===== src/rtl/fetch_queue.sv =====
// Fetch-to-decode instruction queue: compacts fetch packets into a circular per-instruction FIFO.
// Optional FETCH_QUEUE_PERF_EN adds saturating full/empty cycle counters.
package cpu_params;
   localparam int IF_WIDTH = 2;
   localparam int ID_WIDTH = 2;

   typedef struct packed {
      logic [IF_WIDTH-1:0][31:0] inst;
      logic [IF_WIDTH-1:0]       predict_taken;
      logic [IF_WIDTH-1:0][31:0] predict_target;
      logic [31:0]               pc;
      logic [IF_WIDTH-1:0]       valid;
   } fetch_packet_t;
endpackage

module fetch_queue #(
   parameter int DEPTH    = 16,
   // must match cpu_params since fetch_packet_t is sized from the package
   parameter int IF_WIDTH = cpu_params::IF_WIDTH,
   parameter int ID_WIDTH = cpu_params::ID_WIDTH
) (
   input  logic                         clk,
   input  logic                         rst,
`ifdef FETCH_QUEUE_PERF_EN
   output logic [31:0]                  perf_full_cycles,
   output logic [31:0]                  perf_empty_cycles,
`endif
   input  logic                         flush,
   input  logic                         in_valid,
   output logic                         in_ready,
   input  cpu_params::fetch_packet_t    in_packet,
   output logic [ID_WIDTH-1:0]          out_valid,
   input  logic                         out_ready,
   output logic [ID_WIDTH-1:0][31:0]    out_inst,
   output logic [ID_WIDTH-1:0][31:0]    out_pc,
   output logic [ID_WIDTH-1:0]          out_predict_taken,
   output logic [ID_WIDTH-1:0][31:0]    out_predict_target
);
   localparam int PW = $clog2(DEPTH);
   localparam int CW = PW + 1;
   localparam logic [CW-1:0] FULL_TH = CW'(DEPTH - IF_WIDTH);

   typedef struct packed {
      logic [31:0] inst;
      logic [31:0] pc;
      logic [31:0] target;
      logic        taken;
   } entry_t;

   entry_t                      mem_q [DEPTH];
   logic [PW-1:0]               head_q, head_d, tail_q, tail_d;
   logic [CW-1:0]               count_q, count_d;
   logic [CW-1:0]               n_enq, n_deq;
   logic [IF_WIDTH-1:0][PW-1:0] woff;
   logic                        enq;

   assign in_ready = (count_q <= FULL_TH);
   assign enq      = in_valid && in_ready;

   // Each valid slot lands at tail plus the number of valid slots below it.
   always_comb begin
      n_enq = '0;
      woff  = '0;
      for (int i = 0; i < IF_WIDTH; i++) begin
         woff[i] = tail_q + n_enq[PW-1:0];
         if (in_packet.valid[i]) n_enq = n_enq + CW'(1);
      end
      if (!enq) n_enq = '0;
   end

   always_comb begin
      n_deq = '0;
      for (int i = 0; i < ID_WIDTH; i++)
         if (out_ready && out_valid[i]) n_deq = n_deq + CW'(1);
   end

   always_comb begin
      head_d  = head_q + n_deq[PW-1:0];
      tail_d  = tail_q + n_enq[PW-1:0];
      count_d = count_q + n_enq - n_deq;
      if (flush) begin
         head_d  = '0;
         tail_d  = '0;
         count_d = '0;
      end
   end

   always_ff @(posedge clk or posedge rst) begin
      if (rst) begin
         head_q  <= '0;
         tail_q  <= '0;
         count_q <= '0;
      end else begin
         head_q  <= head_d;
         tail_q  <= tail_d;
         count_q <= count_d;
      end
   end

   // Storage carries no reset; contents only matter where out_valid is set.
   always_ff @(posedge clk) begin
      if (enq && !flush) begin
         for (int i = 0; i < IF_WIDTH; i++) begin
            if (in_packet.valid[i]) begin
               mem_q[woff[i]].inst   <= in_packet.inst[i];
               mem_q[woff[i]].pc     <= in_packet.pc + 32'(4 * i);
               mem_q[woff[i]].target <= in_packet.predict_target[i];
               mem_q[woff[i]].taken  <= in_packet.predict_taken[i];
            end
         end
      end
   end

   for (genvar g = 0; g < ID_WIDTH; g++) begin : g_out
      wire [PW-1:0] ridx = head_q + PW'(g);
      assign out_valid[g]          = (count_q > CW'(g));
      assign out_inst[g]           = mem_q[ridx].inst;
      assign out_pc[g]             = mem_q[ridx].pc;
      assign out_predict_taken[g]  = mem_q[ridx].taken;
      assign out_predict_target[g] = mem_q[ridx].target;
   end

`ifdef FETCH_QUEUE_PERF_EN
   logic [31:0] full_cyc_q, empty_cyc_q;

   // Counters survive flush; only rst clears them.
   always_ff @(posedge clk or posedge rst) begin
      if (rst) begin
         full_cyc_q  <= '0;
         empty_cyc_q <= '0;
      end else begin
         if (in_valid && !in_ready && full_cyc_q != '1)
            full_cyc_q <= full_cyc_q + 32'd1;
         if (count_q == '0 && !flush && empty_cyc_q != '1)
            empty_cyc_q <= empty_cyc_q + 32'd1;
      end
   end

   assign perf_full_cycles  = full_cyc_q;
   assign perf_empty_cycles = empty_cyc_q;
`endif
endmodule


===== config.mk =====
export PLATFORM = sky130hd
export DESIGN_NAME = fetch_queue
export DESIGN_NICKNAME = d
export VERILOG_FILES = /design/src/rtl/fetch_queue.sv
export SDC_FILE = /design/constraint.sdc
export NUM_CORES = 2
export LEC_CHECK = 0
export CAP_MARGIN = 20
export CORE_ASPECT_RATIO = 1.75
export CORE_MARGIN = 2
export CORE_UTILIZATION = 55
export CTS_BUF_LIST = sky130_fd_sc_hd__clkbuf_2 sky130_fd_sc_hd__clkbuf_4 sky130_fd_sc_hd__clkbuf_8
export DETAILED_ROUTE_END_ITERATION = 7
export PLACE_DENSITY_LB_ADDON = 0.08
export SYNTH_ARGS = -nofsm -noshare
export SYNTH_HDL_FRONTEND = slang
export SYNTH_SLANG_ARGS = --single-unit

===== constraint.sdc =====
create_clock -name clk -period 23.8 [get_ports clk]
set_input_delay 4.76 -clock clk [delete_from_list [all_inputs] [get_ports clk]]
set_output_delay 4.76 -clock clk [all_outputs]
set_load 0.01 [all_outputs]

==> flow_metrics.env <==
export IMPL_rr_worst_depth=7
export IMPL_dr_pass1_iters=8
export IMPL_syn_inst=8464
export IMPL_critPathCaptureType="primary output"
export IMPL_start_kind="register"
export IMPL_grt_antenna_before_repair=37
export IMPL_final_setup_tns_ns=0
export IMPL_worstPathCellList="ha_4, buf_4, buf_4, buf_4, mux4_2, mux4_2, clkdlybuf4s50_1"
export IMPL_place_port_buffers=365
export IMPL_die_w_um=314
export IMPL_dpl_hpwl_mm=187
export IMPL_fin_crit_sh=0.496
export IMPL_initial_utilization=0.552
export IMPL_area_delta_synth_final_pct=10.3
export IMPL_wl_per_cell_um=33.0
export IMPL_ant_nets=0
export IMPL_track_usage=0.410
export IMPL_cts_root_buffer="clkbuf_8"
export IMPL_cp_num_buf_inv=4
export IMPL_path_clk_slew_ns=0.06
export IMPL_syn_avg_cell_area_um2=10.9
export IMPL_hold_path_end="tail_q[0]$_DFF_PP0_"
export IMPL_synth_xor_area_frac=0.0419
export IMPL_skew_ns=0.0919
export IMPL_cp_slowest_cell="dfrtp_4"
export IMPL_dp_cells=10300
export IMPL_synth_nets=8657
export IMPL_status="finished, violations left"
export IMPL_die_y_um=546
export IMPL_met1_usage=0.512
export IMPL_clock_fmax_mhz=84.7
export IMPL_p_total_mw=9.27
export IMPL_core_rowCount=199
export IMPL_post_cts_setup_buffers=0
export IMPL_rsz0062_at_grt="false"
export IMPL_cts_tree="built"
export IMPL_grt_pass1_vias=71400
export IMPL_dieArea_um2=172000
export IMPL_cpPeakStageDelay_ns=0.95
export IMPL_min_period_ns=11.81
export IMPL_async_flop_share=0.00831
export IMPL_ys_ff_latch=1565
export IMPL_hp_start="tail_q[0]$_DFF_PP0_"
export IMPL_critical_path_class="reg2out"
export IMPL_synthFlopType="edfxtp_1"
export IMPL_violations="DRC"
export IMPL_yosys_area_share_adder=0.00357
export IMPL_met3_usage=0.0929
export IMPL_grt_overflow=0
export IMPL_cts_buffers=236
export IMPL_synth_edf_count=1552
export IMPL_globalplace_congestion=0.866
export IMPL_crit_fanout=45
export IMPL_cts_htree_levels=4
export IMPL_reg2reg_to="mem_q[6][15]$_DFFE_PP_"
export IMPL_slew_violations=0
export IMPL_fin_area_um2=102000
export IMPL_cp_top_family="buffers and inverters"
export IMPL_leakagePower_nw=37.2
export IMPL_fin_cells=10700
export IMPL_ctsLongestPathBuffers=4
export IMPL_core_um2=168000
export IMPL_insertion_delay_ns=1.04
export IMPL_drcViolationCount=5
export IMPL_grtUsageMet2=0.649
export IMPL_syn_area_um2=92500
export IMPL_holdPathStages=2
export IMPL_cts_sink_count=1565
export IMPL_synthMuxAreaShare=0.209
export IMPL_cp_required_ns=19.04
export IMPL_seq_area_frac_synth=0.507
export IMPL_synth_simple_area_share=0.161
export IMPL_drt_iter0_drc=10200
export IMPL_cts_hold_buf=0
export IMPL_synth_top_family_by_area="multiplexers"
export IMPL_fin_nets=8527
export IMPL_hold_class="reg2reg"
export IMPL_r2r_start="tail_q[0]$_DFF_PP0_"
export IMPL_cp_data_arrival_time_ns=7.05
export IMPL_p_per_area_nw_per_um2=90.9
export IMPL_r2r_slack_ns=18.10
export IMPL_yosys_warnings=0
export IMPL_synth_compound_area_share=0.0388
export IMPL_cts_resized=0
export IMPL_num_vias=72500
export IMPL_grt_pass1_wl_mm=502
export IMPL_ir_drop_mv=0.140
export IMPL_ios=366
export IMPL_synthDistinctLibCells=60
export IMPL_setup_violations_final=0
export IMPL_path_common_cell="buf_4"
export IMPL_grt_max_degree=144
export IMPL_drive_above_1_share=0.161
export IMPL_avgViaCountPerCell=6.75
export IMPL_routed_wl_mm=355
export IMPL_gr_max_usage_layer="met2"
export IMPL_drv_cap=0
export IMPL_relSlewSlack=0.133
export IMPL_place_area_um2=97300
export IMPL_worst_slew_pin_slew_ns=1.30
export IMPL_hold_violations=0
-- per-stage QoR --
step	hold WS [ns]	worst slack [ns]	util
after floorplan	0.608	10.73	-
after global placement	0.692	12.92	0.580
after detailed placement	0.741	12.81	0.581
after CTS	0.756	11.81	0.608
after global routing	0.799	11.54	0.608
final	0.757	11.99	0.609
-- kinds of logic after synthesis --
| family | Yosys count |
|---|---|
| compound gates | 575 |
| simple gates | 3861 |
| mux | 1067 |
| flops | 1565 |
| buf+inv | 930 |
| fa+ha+maj | 24 |
| xor+xnor | 442 |
-- worst reg2reg max path, delay by kind of cell, from the launching register on --
kind                     cells  cell delay (ns)
flip-flops                   1             0.44
adder cells (fa/ha/maj)      2             0.67
AND/OR/NAND/NOR              2             1.49
buffers and inverters        2             1.93
AO/OA/AOI/OAI                1             0.76
-- routing by layer --
metal / share of wire / wire length, µm / vias to the layer above
met5: 0.00065 / 232 / -
met4: 0.076 / 26800 / 36
met3: 0.14 / 48600 / 1611
met2: 0.46 / 164000 / 5930
met1: 0.33 / 116000 / 35400
li1: - / - / 29500
-- layout by cell type (no fill, tap or decap), types with 21 or more instances in the layout --
master	n
mux2i_1	291
clkbuf_8	244
clkinv_1	75
nand2_1	3451
buf_4	164
nand3_1	33
a21oi_1	107
edfxtp_1	1552
xor2_1	264
a221oi_1	97
mux2_2	97
nor2_1	261
o21ai_0	228
mux4_2	679
diode_2	22
xnor2_1	176
a22oi_1	97
clkdlybuf4s50_1	365
clkinv_2	21
clkbuf_4	67
-- power by group --
part	switching, mW	total, mW	internal (mW)
clock	1.11	2.24	1.12
combinational	1.90	3.89	1.98
sequential	0.0604	3.14	3.08
total	3.08	9.27	6.19
-- worst max path at each step --
| stage | from | to | slack, ns | cells past startpoint |
|---|---|---|---|---|
| after floorplan | in_valid | mem_q[7][0]$_DFFE_PP_ | 10.73 | 5 |
| after global placement | head_q[0]$_DFF_PP0_ | out_inst[44] | 12.92 | 7 |
| after detailed placement | head_q[0]$_DFF_PP0_ | out_inst[44] | 12.81 | 7 |
| after CTS | head_q[0]$_DFF_PP0_ | out_inst[44] | 11.81 | 7 |
| after global routing | head_q[0]$_DFF_PP0_ | out_inst[44] | 11.54 | 7 |
| final | head_q[0]$_DFF_PP0_ | out_inst[44] | 11.99 | 7 |
-- layout make-up --
type / instances / area (µm²)
timing repair buffer: 544 / 5200
multi-input combinational: 5969 / 42400
tap: 2211 / 2770
clock buffer: 311 / 3860
clock inverter: 108 / 638
sequential: 1565 / 46900
inverter: 18 / 67.6
fill: 13200 / 65600
antenna: 22 / 55.1
-- state kept, by name, indices dropped and copies added (netlist names) --
| signal | cells |
|---|---|
| count_q | 5 |
| head_q | 4 |
| mem_q | 1552 |
| tail_q | 4 |
-- cell usage after synthesis (68+ instances only) --
master	n	area [µm²]
nor2_1	261	980
xor2_1	265	2320
a21oi_1	107	536
nand2_1	3452	13000
a22oi_1	97	728
o21ai_0	244	1220
mux2_2	97	1090
clkbuf_1	629	2360
mux2i_1	291	2910
edfxtp_1	1552	46600
mux4_2	679	15300
buf_1	206	773
a221oi_1	97	850
buf_2	68	340
xnor2_1	177	1550
Power figures use the tool's default switching activity.
